--- config.mk ---
export PLATFORM = sky130hd
export DESIGN_NAME = mem_stage_lsu
export DESIGN_NICKNAME = d
export VERILOG_FILES = /design/src/rtl/mem_stage_lsu_pkg.sv /design/src/rtl/lsu_lane_align.sv /design/src/rtl/mem_stage_lsu.sv
export SDC_FILE = /design/constraint.sdc
export NUM_CORES = 1
export LEC_CHECK = 0
export CAP_MARGIN = 25
export CORE_MARGIN = 1.5
export CORE_UTILIZATION = 25
export DETAILED_ROUTE_END_ITERATION = 16
export GPL_TIMING_DRIVEN = 0
export PLACE_DENSITY = 0.49
export SKIP_LAST_GASP = 1
export SYNTH_ARGS = -nofsm -noshare
export SYNTH_HDL_FRONTEND = slang
export SYNTH_SLANG_ARGS = --single-unit
--- constraint.sdc ---
create_clock -name clk -period 2.9 [get_ports clk]
set_input_delay 0.87 -clock clk [delete_from_list [all_inputs] [get_ports clk]]
set_output_delay 0.87 -clock clk [all_outputs]
set_load 0.005 [all_outputs]
--- src/rtl/mem_stage_lsu_pkg.sv ---
// Shared definitions for the memory-stage load/store unit: op encoding, FSM states, defaults.
package mem_stage_lsu_pkg;

    localparam int unsigned WaitLimitDefault = 16;

    typedef enum logic [3:0] {
        OpNone = 4'd0,
        OpLw   = 4'd1,
        OpLh   = 4'd2,
        OpLhu  = 4'd3,
        OpLb   = 4'd4,
        OpLbu  = 4'd5,
        OpSw   = 4'd6,
        OpSh   = 4'd7,
        OpSb   = 4'd8
    } mem_op_e;

    typedef enum logic [1:0] {
        StIdle,
        StBusy,
        StDone
    } lsu_state_e;

    function automatic logic is_load(input mem_op_e op);
        return op inside {OpLw, OpLh, OpLhu, OpLb, OpLbu};
    endfunction

    function automatic logic is_store(input mem_op_e op);
        return op inside {OpSw, OpSh, OpSb};
    endfunction

    function automatic logic misaligned(input mem_op_e op, input logic [1:0] off);
        if (op inside {OpLw, OpSw}) return off != 2'b00;
        if (op inside {OpLh, OpLhu, OpSh}) return off[0];
        return 1'b0;
    endfunction

endpackage

--- src/rtl/lsu_lane_align.sv ---
// Byte-lane steering: store byte enables and replication, load extract and extend.
module lsu_lane_align
    import mem_stage_lsu_pkg::*;
(
    input  mem_op_e     op,
    input  logic [1:0]  off,
    input  logic [31:0] st_data,
    input  logic [31:0] rd_word,
    output logic [3:0]  be,
    output logic [31:0] st_word,
    output logic [31:0] ld_data
);

    logic [7:0]  rd_byte;
    logic [15:0] rd_half;

    always_comb begin
        case (off)
            2'd0:    rd_byte = rd_word[7:0];
            2'd1:    rd_byte = rd_word[15:8];
            2'd2:    rd_byte = rd_word[23:16];
            default: rd_byte = rd_word[31:24];
        endcase
        rd_half = off[1] ? rd_word[31:16] : rd_word[15:0];

        // Loads always read the full word; lane selection happens on return.
        be      = 4'b1111;
        st_word = '0;
        ld_data = '0;
        case (op)
            OpSw: st_word = st_data;
            OpSh: begin
                be      = off[1] ? 4'b1100 : 4'b0011;
                st_word = {2{st_data[15:0]}};
            end
            OpSb: begin
                be      = 4'b0001 << off;
                st_word = {4{st_data[7:0]}};
            end
            OpLw:    ld_data = rd_word;
            OpLh:    ld_data = {{16{rd_half[15]}}, rd_half};
            OpLhu:   ld_data = {16'h0000, rd_half};
            OpLb:    ld_data = {{24{rd_byte[7]}}, rd_byte};
            OpLbu:   ld_data = {24'h000000, rd_byte};
            default: ;
        endcase
    end

endmodule

--- src/rtl/mem_stage_lsu.sv ---
// Memory-stage LSU: accepts M-stage ops, runs one req/ack bus access with timeout, returns load data.
module mem_stage_lsu
    import mem_stage_lsu_pkg::*;
#(
    parameter int unsigned WAIT_LIMIT = WaitLimitDefault,
    parameter int unsigned OP_W       = 4
) (
    input  logic            clk,
    input  logic            reset,
    input  logic [OP_W-1:0] mem_op,
    input  logic [31:0]     addr,
    input  logic [31:0]     wdata,
    output logic            stall,
    output logic            done,
    output logic [31:0]     load_data,
    output logic            exc_adel,
    output logic            exc_ades,
    output logic            bus_err,
    output logic            bus_req,
    output logic            bus_we,
    output logic [31:0]     bus_addr,
    output logic [3:0]      bus_be,
    output logic [31:0]     bus_wdata,
    input  logic            bus_ack,
    input  logic [31:0]     bus_rdata
);

    lsu_state_e  state;
    mem_op_e     op_q;
    mem_op_e     op_dec;
    mem_op_e     lane_op;
    logic [1:0]  off_q;
    logic [1:0]  lane_off;
    logic [7:0]  wait_cnt;
    logic        bad_align;
    logic        accept;
    logic [3:0]  lane_be;
    logic [31:0] lane_wdata;
    logic [31:0] lane_ld;

    always_comb begin
        op_dec    = (mem_op > OP_W'(8)) ? OpNone : mem_op_e'(mem_op[3:0]);
        bad_align = misaligned(op_dec, addr[1:0]);
        accept    = (state == StIdle) && (op_dec != OpNone) && !bad_align;
        exc_adel  = (state == StIdle) && is_load(op_dec) && bad_align;
        exc_ades  = (state == StIdle) && is_store(op_dec) && bad_align;
        stall     = accept || (state == StBusy);
        // Idle steers the incoming store; busy extracts using the latched op.
        lane_op   = (state == StIdle) ? op_dec : op_q;
        lane_off  = (state == StIdle) ? addr[1:0] : off_q;
    end

    lsu_lane_align u_lane_align (
        .op      (lane_op),
        .off     (lane_off),
        .st_data (wdata),
        .rd_word (bus_rdata),
        .be      (lane_be),
        .st_word (lane_wdata),
        .ld_data (lane_ld)
    );

    always_ff @(posedge clk) begin
        if (reset) begin
            state     <= StIdle;
            op_q      <= OpNone;
            off_q     <= 2'b00;
            wait_cnt  <= '0;
            bus_req   <= 1'b0;
            bus_we    <= 1'b0;
            bus_addr  <= '0;
            bus_be    <= '0;
            bus_wdata <= '0;
            load_data <= '0;
            done      <= 1'b0;
            bus_err   <= 1'b0;
        end else begin
            case (state)
                StIdle: begin
                    done    <= 1'b0;
                    bus_err <= 1'b0;
                    if (accept) begin
                        state     <= StBusy;
                        op_q      <= op_dec;
                        off_q     <= addr[1:0];
                        wait_cnt  <= '0;
                        bus_req   <= 1'b1;
                        bus_we    <= is_store(op_dec);
                        bus_addr  <= {addr[31:2], 2'b00};
                        bus_be    <= lane_be;
                        bus_wdata <= lane_wdata;
                    end
                end
                StBusy: begin
                    if (bus_ack) begin
                        state     <= StDone;
                        bus_req   <= 1'b0;
                        bus_we    <= 1'b0;
                        done      <= 1'b1;
                        load_data <= lane_ld;
                    end else if (wait_cnt == 8'(WAIT_LIMIT - 1)) begin
                        // Last permitted cycle passed without ack: abandon the access.
                        state     <= StDone;
                        bus_req   <= 1'b0;
                        bus_we    <= 1'b0;
                        done      <= 1'b1;
                        bus_err   <= 1'b1;
                        load_data <= '0;
                    end else begin
                        wait_cnt <= wait_cnt + 8'd1;
                    end
                end
                StDone: begin
                    state   <= StIdle;
                    done    <= 1'b0;
                    bus_err <= 1'b0;
                end
                default: state <= StIdle;
            endcase
        end
    end

endmodule

==> results.json, run 1 <==
{
  "status": "finished clean",
  "drtIter0Drc": 327,
  "synth.top_cell.area_share_pct": 41.0,
  "synthArstFlopShare_pct": 0,
  "fin_nets": 1028,
  "routabilityCongestion": 0.833,
  "yosys-top-cells-count": "118 x dfxtp_1, 113 x nand2_1, 104 x a21oi_1",
  "synth-main-ff-cell": "dfxtp_1",
  "coreArea_um2": 22600,
  "fin_tns_setup_ns": 0,
  "layout-drive-gt1-share_pct": 14.1,
  "drtAntennaViolNets": 0,
  "maxSlewViolCount": 0,
  "synthCells": 691,
  "rsz0062_at_grt": "true",
  "htree_num_levels": 4,
  "synth-edff-count": 0,
  "path_class": "primary input to output pin",
  "fill_cells": 2297,
  "die_w_um": 155,
  "combPwrFrac_pct": 17.6,
  "dr.pass1.iters": 5,
  "cp_max_fo": 5,
  "p_sw_share_pct": 26.0,
  "ctsRootBufferMaster": "clkbuf_16",
  "clk_pin_slew_ns": 0.05,
  "port_buffers": 205,
  "tritoncts": "built",
  "seq_area_frac_synth_pct": 41.0,
  "via_per_inst": 4.99,
  "antenna_found_initial": 0,
  "setup_viol": 0,
  "max-slew-margin-rel_pct": 44.6,
  "cts_hold_buffers": 0,
  "cp_data_arrival_time_ns": 2.01,
  "wl_met2_um": 10300,
  "first_global_vias": 5991,
  "period_needed_ns": 2.88,
  "cellPowerDensity_nw_per_um2": 533,
  "ioPinCount": 210,
  "end_kind": "output pin",
  "p_int_mw": 3.54,
  "wl_met3_um": 1210,
  "clock_power_share_pct": 46.7,
  "gr-total-overflow": 0,
  "via_count": 6085,
  "worstPathCellList": "buf_12 > or4b_4 > o221ai_4 > a21oi_2 > nor2_2 > buf_2",
  "totalWireLength_um": 22300,
  "total_leakage_power_nw": 3.06,
  "critPathLaunchType": "primary input",
  "syn_to_final_growth_pct": 55.7,
  "synth_area_leaders": "dfxtp_1 41%, a21oi_1 9.0%, nand2_1 7.4%",
  "top_layer_used": "met4",
  "max_stage_delay_ns": 0.59,
  "fin_crit_sh_pct": 99.3,
  "clock-sinks": 118,
  "start_util_pct": 25.4,
  "drc": 0,
  "grt_use_total_pct": 18.6,
  "grt_pass1_wl_um": 34500,
  "min_path_type": "flop to flop",
  "fmax_ghz": 0.347,
  "fp.dieArea_um2": 24000,
  "grt_max_degree": 17,
  "yosysTopAreaCell": "dfxtp_1",
  "clock_path_buffers": 2,
  "dp_hpwl_um": 16800,
  "syn_area_per_cell_um2": 8.34,
  "cap_violations": 0,
  "tightest_slew_ns": 0.831,
  "n_antenna_cell": 0,
  "synth_seq_cells": 118,
  "ys_warn_count": 0,
  "fin_skew_ns": 0.0113,
  "hold_viol": 0,
  "switchingPower_mw": 1.24,
  "worstPathRequired_ns": 2.03,
  "wl_met1_um": 10500,
  "dp.cells": 1182,
  "netlist_area_um2": 5760,
  "rows": 55,
  "seqPwrFrac_pct": 35.7,
  "yosysUniqueCellTypes": 65,
  "clk_latency_ns": 0.42,
  "cts_buffers": 17,
  "yosysMostFrequentCell": "dfxtp_1",
  "slowest_stage": "or4b_4",
  "die_height_um": 155,
  "peakVddDrop_uv": 282,
  "wl_per_cell_um": 18.3,
  "fin_cells": 1220
}
[per-layer routing]
layer,up-vias,global-route usage (%)
li1,2986,-
met4,0,5.91
met5,-,0
met1,2854,25.2
met3,23,3.59
met2,222,30.0
[power by group through the flow]
stage | combinational [mW] | clock (mW) | sequential (mW)
6_report | 0.841 | 2.23 | 1.71
5_1_grt | 0.916 | 2.35 | 1.72
4_1_cts | 0.828 | 2.28 | 1.71
3_5_place_dp | 0.812 | 0 | 1.74
3_3_place_gp | 0.815 | 0 | 1.74
2_1_floorplan | 0.396 | 0 | 1.74
[final timing paths]
kind | from | to | slack [ns] | depth (start not counted)
hold reg to reg | bus_wdata[9]$_SDFFE_PP0P_ | bus_wdata[9]$_SDFFE_PP0P_ | 0.45 | 2
setup reg to reg | state[1]$_SDFFE_PP0P_ | load_data[28]$_SDFFE_PP0P_ | 0.25 | 9
setup / recovery | mem_op[0] | stall | 0.02 | 6
hold / removal | bus_wdata[9]$_SDFFE_PP0P_ | bus_wdata[9]$_SDFFE_PP0P_ | 0.45 | 2
[cell type report]
class / count / area [um2] / area share [%]
Sequential cell: 118 / 2360 / 26.3
Inverter: 5 / 18.8 / 0.209
Clock buffer: 21 / 460 / 5.13
Multi-Input combinational cell: 513 / 3190 / 35.5
Timing Repair Buffer: 214 / 2130 / 23.7
Tap cell: 285 / 357 / 3.98
Buffer: 55 / 305 / 3.40
Clock inverter: 9 / 151 / 1.69
[metrics by stage]
stage          hold WS (ns)  total power, mW  worst slack (ns)  util [%]  instance area [um2]
2_1_floorplan         0.441             2.14           0.00830         -                 5760
3_3_place_gp          0.435             2.56             -1.19      36.1                 8170
3_5_place_dp          0.442             2.55             -1.17      36.1                 8170
4_1_cts               0.454             4.82            -0.100      39.1                 8850
5_1_grt               0.468             4.98           -0.0344      39.6                 8970
6_report              0.448             4.78            0.0190      39.6                 8970
[placed cells by master (no fill, tap or decap), types with 3 or more instances in the layout]
master,n
nor3_1,10
a221oi_2,8
nand3_1,15
a311oi_1,3
nand2b_1,8
a22o_1,8
a21oi_1,102
o31ai_1,4
nor2_1,38
nor2_4,3
or3_1,5
a221oi_1,7
clkinv_2,3
clkbuf_16,17
and2_1,3
buf_4,15
clkbuf_1,27
o22ai_1,7
buf_2,14
inv_1,5
a22oi_1,25
a211oi_1,17
nor2b_1,3
buf_6,8
dfxtp_1,118
nand2_1,112
mux2i_1,10
o21ai_1,7
a21oi_2,4
clkbuf_2,4
o21ai_0,40
a211oi_2,12
bufinv_16,4
o211ai_1,3
nor3_2,9
a31oi_1,3
a21o_1,3
clkdlybuf4s50_1,198
[kinds of logic after synthesis]
group	after synthesis	share of synthesized area [%]
compound gates	264	31.0
xor+xnor	2	0.304
fa+ha+maj	1	0.217
buf+inv	61	5.32
flops	118	41.0
mux	12	2.17
other cells	1	0.0651
simple gates	232	19.9
[sequential cells by signal, summed over array words and instances, names as in the netlist]
| signal | flops |
|---|---|
| bus_addr | 30 |
| bus_be | 4 |
| bus_err | 1 |
| bus_req | 1 |
| bus_wdata | 32 |
| bus_we | 1 |
| done | 1 |
| load_data | 32 |
| off_q | 2 |
| op_q | 4 |
| state | 2 |
| wait_cnt | 8 |
[what timing repair did]
action                                  4_1_cts  5_1_grt
setup buffers                                 4        5
endpoints found under the setup margin      113       78
gates resized for setup                      35       33
pin swaps                                     5        8
[worst max-delay path: cells and delay by family]
| kind | cells | cell delay [ns] |
|---|---|---|
| and+or+nand+nor | 2 | 0.70 |
| buffers and inverters | 2 | 0.25 |
| AOI/OAI and AO/OA | 2 | 0.18 |
(Power assumes the default switching activity.)
==> run 2: changes to the inputs <==
Settings changed: PLACE_DENSITY 0.49 to 0.47.
Clock period 2.9 ns to 2.75 ns, I/O delays scaled along.
==> run 2 against run 1 <==
Effect of this change:
- the run now ends with setup timing left
- clock power about the same
- cell count up 0.41%
- wire length increased by 1.2%
- sequential share of layout area is essentially flat
- worst setup slack got worse by 0.10 ns
- via count rose by 0.38%
- count of clock-buffer cells in the layout down 3
- die area unchanged
- utilization is 0.072 points lower
- register-to-register slack worse by 0.03 ns
- critical path depth did not move
- final area fell by 0.18%
- critical path type unchanged
- critical endpoint unchanged
- largest power group unchanged
==> results.json, run 2 (synthesis gave the netlist of run 1 again) <==
{
  "status": "complete, but fails checks",
  "violations": "setup timing",
  "tightest_slew_ns": 0.820,
  "worstPathRequired_ns": 1.93,
  "maxSlewViolCount": 0,
  "power_mw": 4.93,
  "cap_violations": 0,
  "grt_max_degree": 17,
  "clk_pin_slew_ns": 0.06,
  "wl_per_cell_um": 18.4,
  "fin_crit_sh_pct": 103,
  "hold-path-cell-count": 2,
  "fmax_ghz": 0.353,
  "drtIter0Drc": 310,
  "start_util_pct": 25.4,
  "die_w_um": 155,
  "die_height_um": 155,
  "cts_buffers": 17,
  "cellPowerDensity_nw_per_um2": 550,
  "setup_viol": 1,
  "ctsRootBufferMaster": "clkbuf_16",
  "place_ws_ns": -1.13,
  "gr-total-overflow": 0,
  "fp.dieArea_um2": 24000,
  "syn_to_final_growth_pct": 55.4,
  "grt_pass1_wl_um": 34800,
  "rsz0062_at_grt": "true",
  "fin_skew_ns": 0.0141,
  "reg_top3": "bus_wdata x32, load_data x32, bus_addr x30",
  "switchingPower_mw": 1.37,
  "seqPwrFrac_pct": 36.6,
  "hold_viol": 0,
  "fin_nets": 1031,
  "drc": 0,
  "htree_num_levels": 4,
  "critPathLaunchType": "primary input",
  "clk_latency_ns": 0.42,
  "path_class": "primary input to output pin",
  "totalWireLength_um": 22600,
  "port_buffers": 205,
  "period_needed_ns": 2.84,
  "clock-sinks": 118,
  "first_global_vias": 6031,
  "total_leakage_power_nw": 3.07,
  "coreArea_um2": 22600,
  "tritoncts": "built",
  "via_per_inst": 4.99,
  "placed_cell_area_um2": 8200,
  "p_int_mw": 3.55,
  "n_antenna_cell": 0,
  "routabilityCongestion": 0.842,
  "dp_hpwl_um": 17200,
  "cp_max_fo": 4,
  "via_count": 6108,
  "drtAntennaViolNets": 0,
  "cts_hold_buffers": 0,
  "cp_data_arrival_time_ns": 2.01,
  "grt_use_total_pct": 18.9,
  "antenna_found_initial": 0,
  "clock_path_buffers": 2,
  "setup_ws_ns": -0.0855,
  "finalInstanceArea_um2": 8950,
  "max-slew-margin-rel_pct": 45.3,
  "ioPinCount": 210,
  "r2r_cells": 9,
  "combPwrFrac_pct": 18.1,
  "clock_power_share_pct": 45.3,
  "reg2reg_slack_ns": 0.22,
  "min_path_type": "flop to flop",
  "layout_commonest_cell": "clkdlybuf4s50_1",
  "dr.pass1.iters": 5,
  "final_cell_mix": "198 x clkdlybuf4s50_1, 118 x dfxtp_1, 112 x nand2_1, 99 x a21oi_1, 41 x o21ai_0",
  "end_kind": "output pin",
  "rows": 55,
  "peakVddDrop_uv": 304,
  "whs_ns": 0.451,
  "p_sw_share_pct": 27.9,
  "post-route-util_pct": 39.5,
  "layout-drive-gt1-share_pct": 15.3
}
run 2: timing repair:
item,4_1_cts,5_1_grt
setup endpoints to repair,114,75
pin swaps,4,3
setup buffers,6,6
cloned,0,0
resized for setup,43,20
run 2: final cells by class:
class	count	area, um2
Multi-Input combinational cell	513	3180
Tap cell	285	357
Inverter	5	18.8
Clock inverter	14	150
Clock buffer	18	439
Buffer	55	313
Timing Repair Buffer	217	2130
Fill cell	2313	13700
Sequential cell	118	2360
run 2: layer usage:
metal / wire (um) / global-route usage [%]
met1: 10600 / 25.1
met2: 10400 / 30.5
met3: 1180 / 3.95
met4: 349 / 6.00
met5: 0 / 0
run 2: path summary, 6_finish.rpt:
kind / start / endpoint
worst min-delay path: bus_wdata[15]$_SDFFE_PP0P_ / bus_wdata[15]$_SDFFE_PP0P_
worst max register to register: state[1]$_SDFFE_PP0P_ / load_data[0]$_SDFFE_PP0P_
worst max-delay path: mem_op[1] / stall
worst min register to register: bus_wdata[15]$_SDFFE_PP0P_ / bus_wdata[15]$_SDFFE_PP0P_
run 2: power by group through the flow:
stage	clock network, mW	logic (mW)	registers (mW)
5_1_grt	2.37	0.970	1.81
4_1_cts	2.29	0.883	1.80
2_1_floorplan	0	0.423	1.84
3_3_place_gp	0	0.866	1.84
3_5_place_dp	0	0.863	1.84
6_report	2.23	0.892	1.80
run 2: worst max-delay path: stages:
cell and delay [ns]:
buf_8 0.10, or4b_4 0.59, o221ai_4 0.10, a21oi_2 0.09, nor2_2 0.15, buf_2 0.15
run 2: metrics by stage:
step / setup TNS [ns] / std cells
finish: -0.0855 / 1225
global route: -0.186 / 1225
CTS: -0.102 / 1220
detailed placement: -85.04 / 1182
global placement: -84.01 / 1182
floorplan: -0.00685 / 692
==> run 3: changes to the inputs <==
Settings changed: SETUP_SLACK_MARGIN from default to 0.02.
==> run 3 against run 2 <==
Effect of this change:
- the run still ends with setup timing left
- largest power group unchanged
- worst setup slack lost 0.0019 ns
- clock power is essentially flat
- utilization is essentially flat
- wire length grew 0.37%
- largest cell class unchanged
- first-iteration DRC count shrank 6.8%
- sequential share of layout area is essentially flat
==> results.json, run 3 (synthesis gave the netlist of run 1 again) <==
{
  "status": "complete, but fails checks",
  "violations": "setup timing",
  "dp_hpwl_um": 17200,
  "tightest_slew_ns": 0.822,
  "via_per_inst": 5.01,
  "period_needed_ns": 2.84,
  "cap_violations": 0,
  "setup_viol": 1,
  "routabilityCongestion": 0.842,
  "fin_crit_sh_pct": 103,
  "drc": 0,
  "fin_nets": 1031,
  "drtAntennaViolNets": 0,
  "whs_ns": 0.451,
  "totalWireLength_um": 22700,
  "cts_hold_buffers": 0,
  "ctsRootBufferMaster": "clkbuf_16",
  "grt_use_total_pct": 18.9,
  "port_buffers": 205,
  "cp_max_fo": 4,
  "dr.pass1.iters": 6,
  "grt_max_degree": 17,
  "tritoncts": "built",
  "fmax_ghz": 0.352,
  "end_kind": "output pin",
  "min_path_type": "flop to flop",
  "die_w_um": 155,
  "fill_cells": 2311,
  "syn_to_final_growth_pct": 55.6,
  "critPathLaunchType": "primary input",
  "n_antenna_cell": 0,
  "fin_skew_ns": 0.0109,
  "setup_ws_ns": -0.0873,
  "cts_buffers": 17,
  "cp_data_arrival_time_ns": 2.01,
  "hold_viol": 0,
  "rsz0062_at_grt": "true",
  "grt_pass1_wl_um": 34800,
  "layout_commonest_cell": "clkdlybuf4s50_1",
  "path_class": "primary input to output pin",
  "worstPathRequired_ns": 1.93,
  "total_leakage_power_nw": 3.08,
  "gr-total-overflow": 0,
  "drtIter0Drc": 289,
  "worstPathCellList": "buf_8 > or4b_4 > o221ai_4 > a21oi_2 > nor2_2 > buf_2",
  "htree_num_levels": 4,
  "peakVddDrop_uv": 306,
  "fp.dieArea_um2": 24000,
  "fin_tns_setup_ns": -0.0873,
  "wl_per_cell_um": 18.5,
  "cellPowerDensity_nw_per_um2": 550,
  "layout-drive-gt1-share_pct": 15.5,
  "slowest_stage": "or4b_4",
  "clk_pin_slew_ns": 0.06,
  "antenna_found_initial": 0,
  "final_cell_mix": "198 x clkdlybuf4s50_1, 118 x dfxtp_1, 112 x nand2_1, 99 x a21oi_1, 41 x o21ai_0",
  "reg_top3": "bus_wdata x32, load_data x32, bus_addr x30",
  "rows": 55,
  "via_count": 6138,
  "max_stage_delay_ns": 0.59,
  "max-slew-margin-rel_pct": 45.2,
  "maxSlewViolCount": 0,
  "coreArea_um2": 22600,
  "clk_latency_ns": 0.42,
  "die_height_um": 155,
  "first_global_vias": 6031,
  "start_util_pct": 25.4,
  "clock-sinks": 118,
  "ioPinCount": 210,
  "clock_path_buffers": 2
}
==> run 3: area by class of cell <==
cell class | instances | area (um2) | area share, %
Clock buffer | 18 | 439 | 4.90
Tap cell | 285 | 357 | 3.98
Buffer | 55 | 315 | 3.52
Sequential cell | 118 | 2360 | 26.4
Timing Repair Buffer | 217 | 2130 | 23.8
Clock inverter | 14 | 150 | 1.68
Multi-Input combinational cell | 513 | 3190 | 35.6
Inverter | 5 | 18.8 | 0.209
==> run 3: worst paths after layout <==
check | startpoint | end | slack (ns) | cells past startpoint
max | mem_op[1] | stall | -0.09 | 6
max reg2reg | state[1]$_SDFFE_PP0P_ | load_data[0]$_SDFFE_PP0P_ | 0.23 | 9
min reg2reg | bus_wdata[15]$_SDFFE_PP0P_ | bus_wdata[15]$_SDFFE_PP0P_ | 0.45 | 2
min | bus_wdata[15]$_SDFFE_PP0P_ | bus_wdata[15]$_SDFFE_PP0P_ | 0.45 | 2
==> run 3: per-layer routing <==
| layer | GRT usage (%) | vias up | wire [um] | part of all wire (%) |
|---|---|---|---|---|
| li1 | - | 3007 | - | - |
| met1 | 25.1 | 2883 | 10400 | 46 |
| met2 | 30.5 | 221 | 10500 | 46 |
| met3 | 3.95 | 27 | 1350 | 5.9 |
| met4 | 6.00 | 0 | 405 | 1.8 |
| met5 | 0 | - | 0 | 0 |
==> run 3: power by group <==
group          switching [mW]  internal [mW]  total [mW]
Combinational           0.475          0.419       0.895
Clock                   0.873           1.36        2.24
Sequential             0.0323           1.77        1.80
==> run 3: worst max-delay path, delay by kind of cell <==
kind / cells / cell delay (ns)
buffers and inverters: 2 / 0.25
AO/OA/AOI/OAI: 2 / 0.19
AND/OR/NAND/NOR: 2 / 0.74
==> run 3: timing repair <==
action,4_1_cts,5_1_grt
endpoints found under the setup margin,117,80
pin swaps,5,4
gates resized for setup,45,21
buffers inserted,6,6
==> run 3: through the flow <==
| step | std cells | util [%] | worst slack [ns] | cell area, um2 | total power [mW] |
|---|---|---|---|---|---|
| 6_report | 1225 | 39.6 | -0.0873 | 8960 | 4.93 |
| 5_1_grt | 1225 | 39.6 | -0.141 | 8960 | 5.15 |
| 4_1_cts | 1220 | 39.3 | -0.102 | 8890 | 4.98 |
| 3_5_place_dp | 1182 | 36.2 | -1.13 | 8200 | 2.70 |
| 3_3_place_gp | 1182 | 36.2 | -1.11 | 8200 | 2.70 |
| 2_1_floorplan | 692 | - | -0.00685 | 5800 | 2.26 |
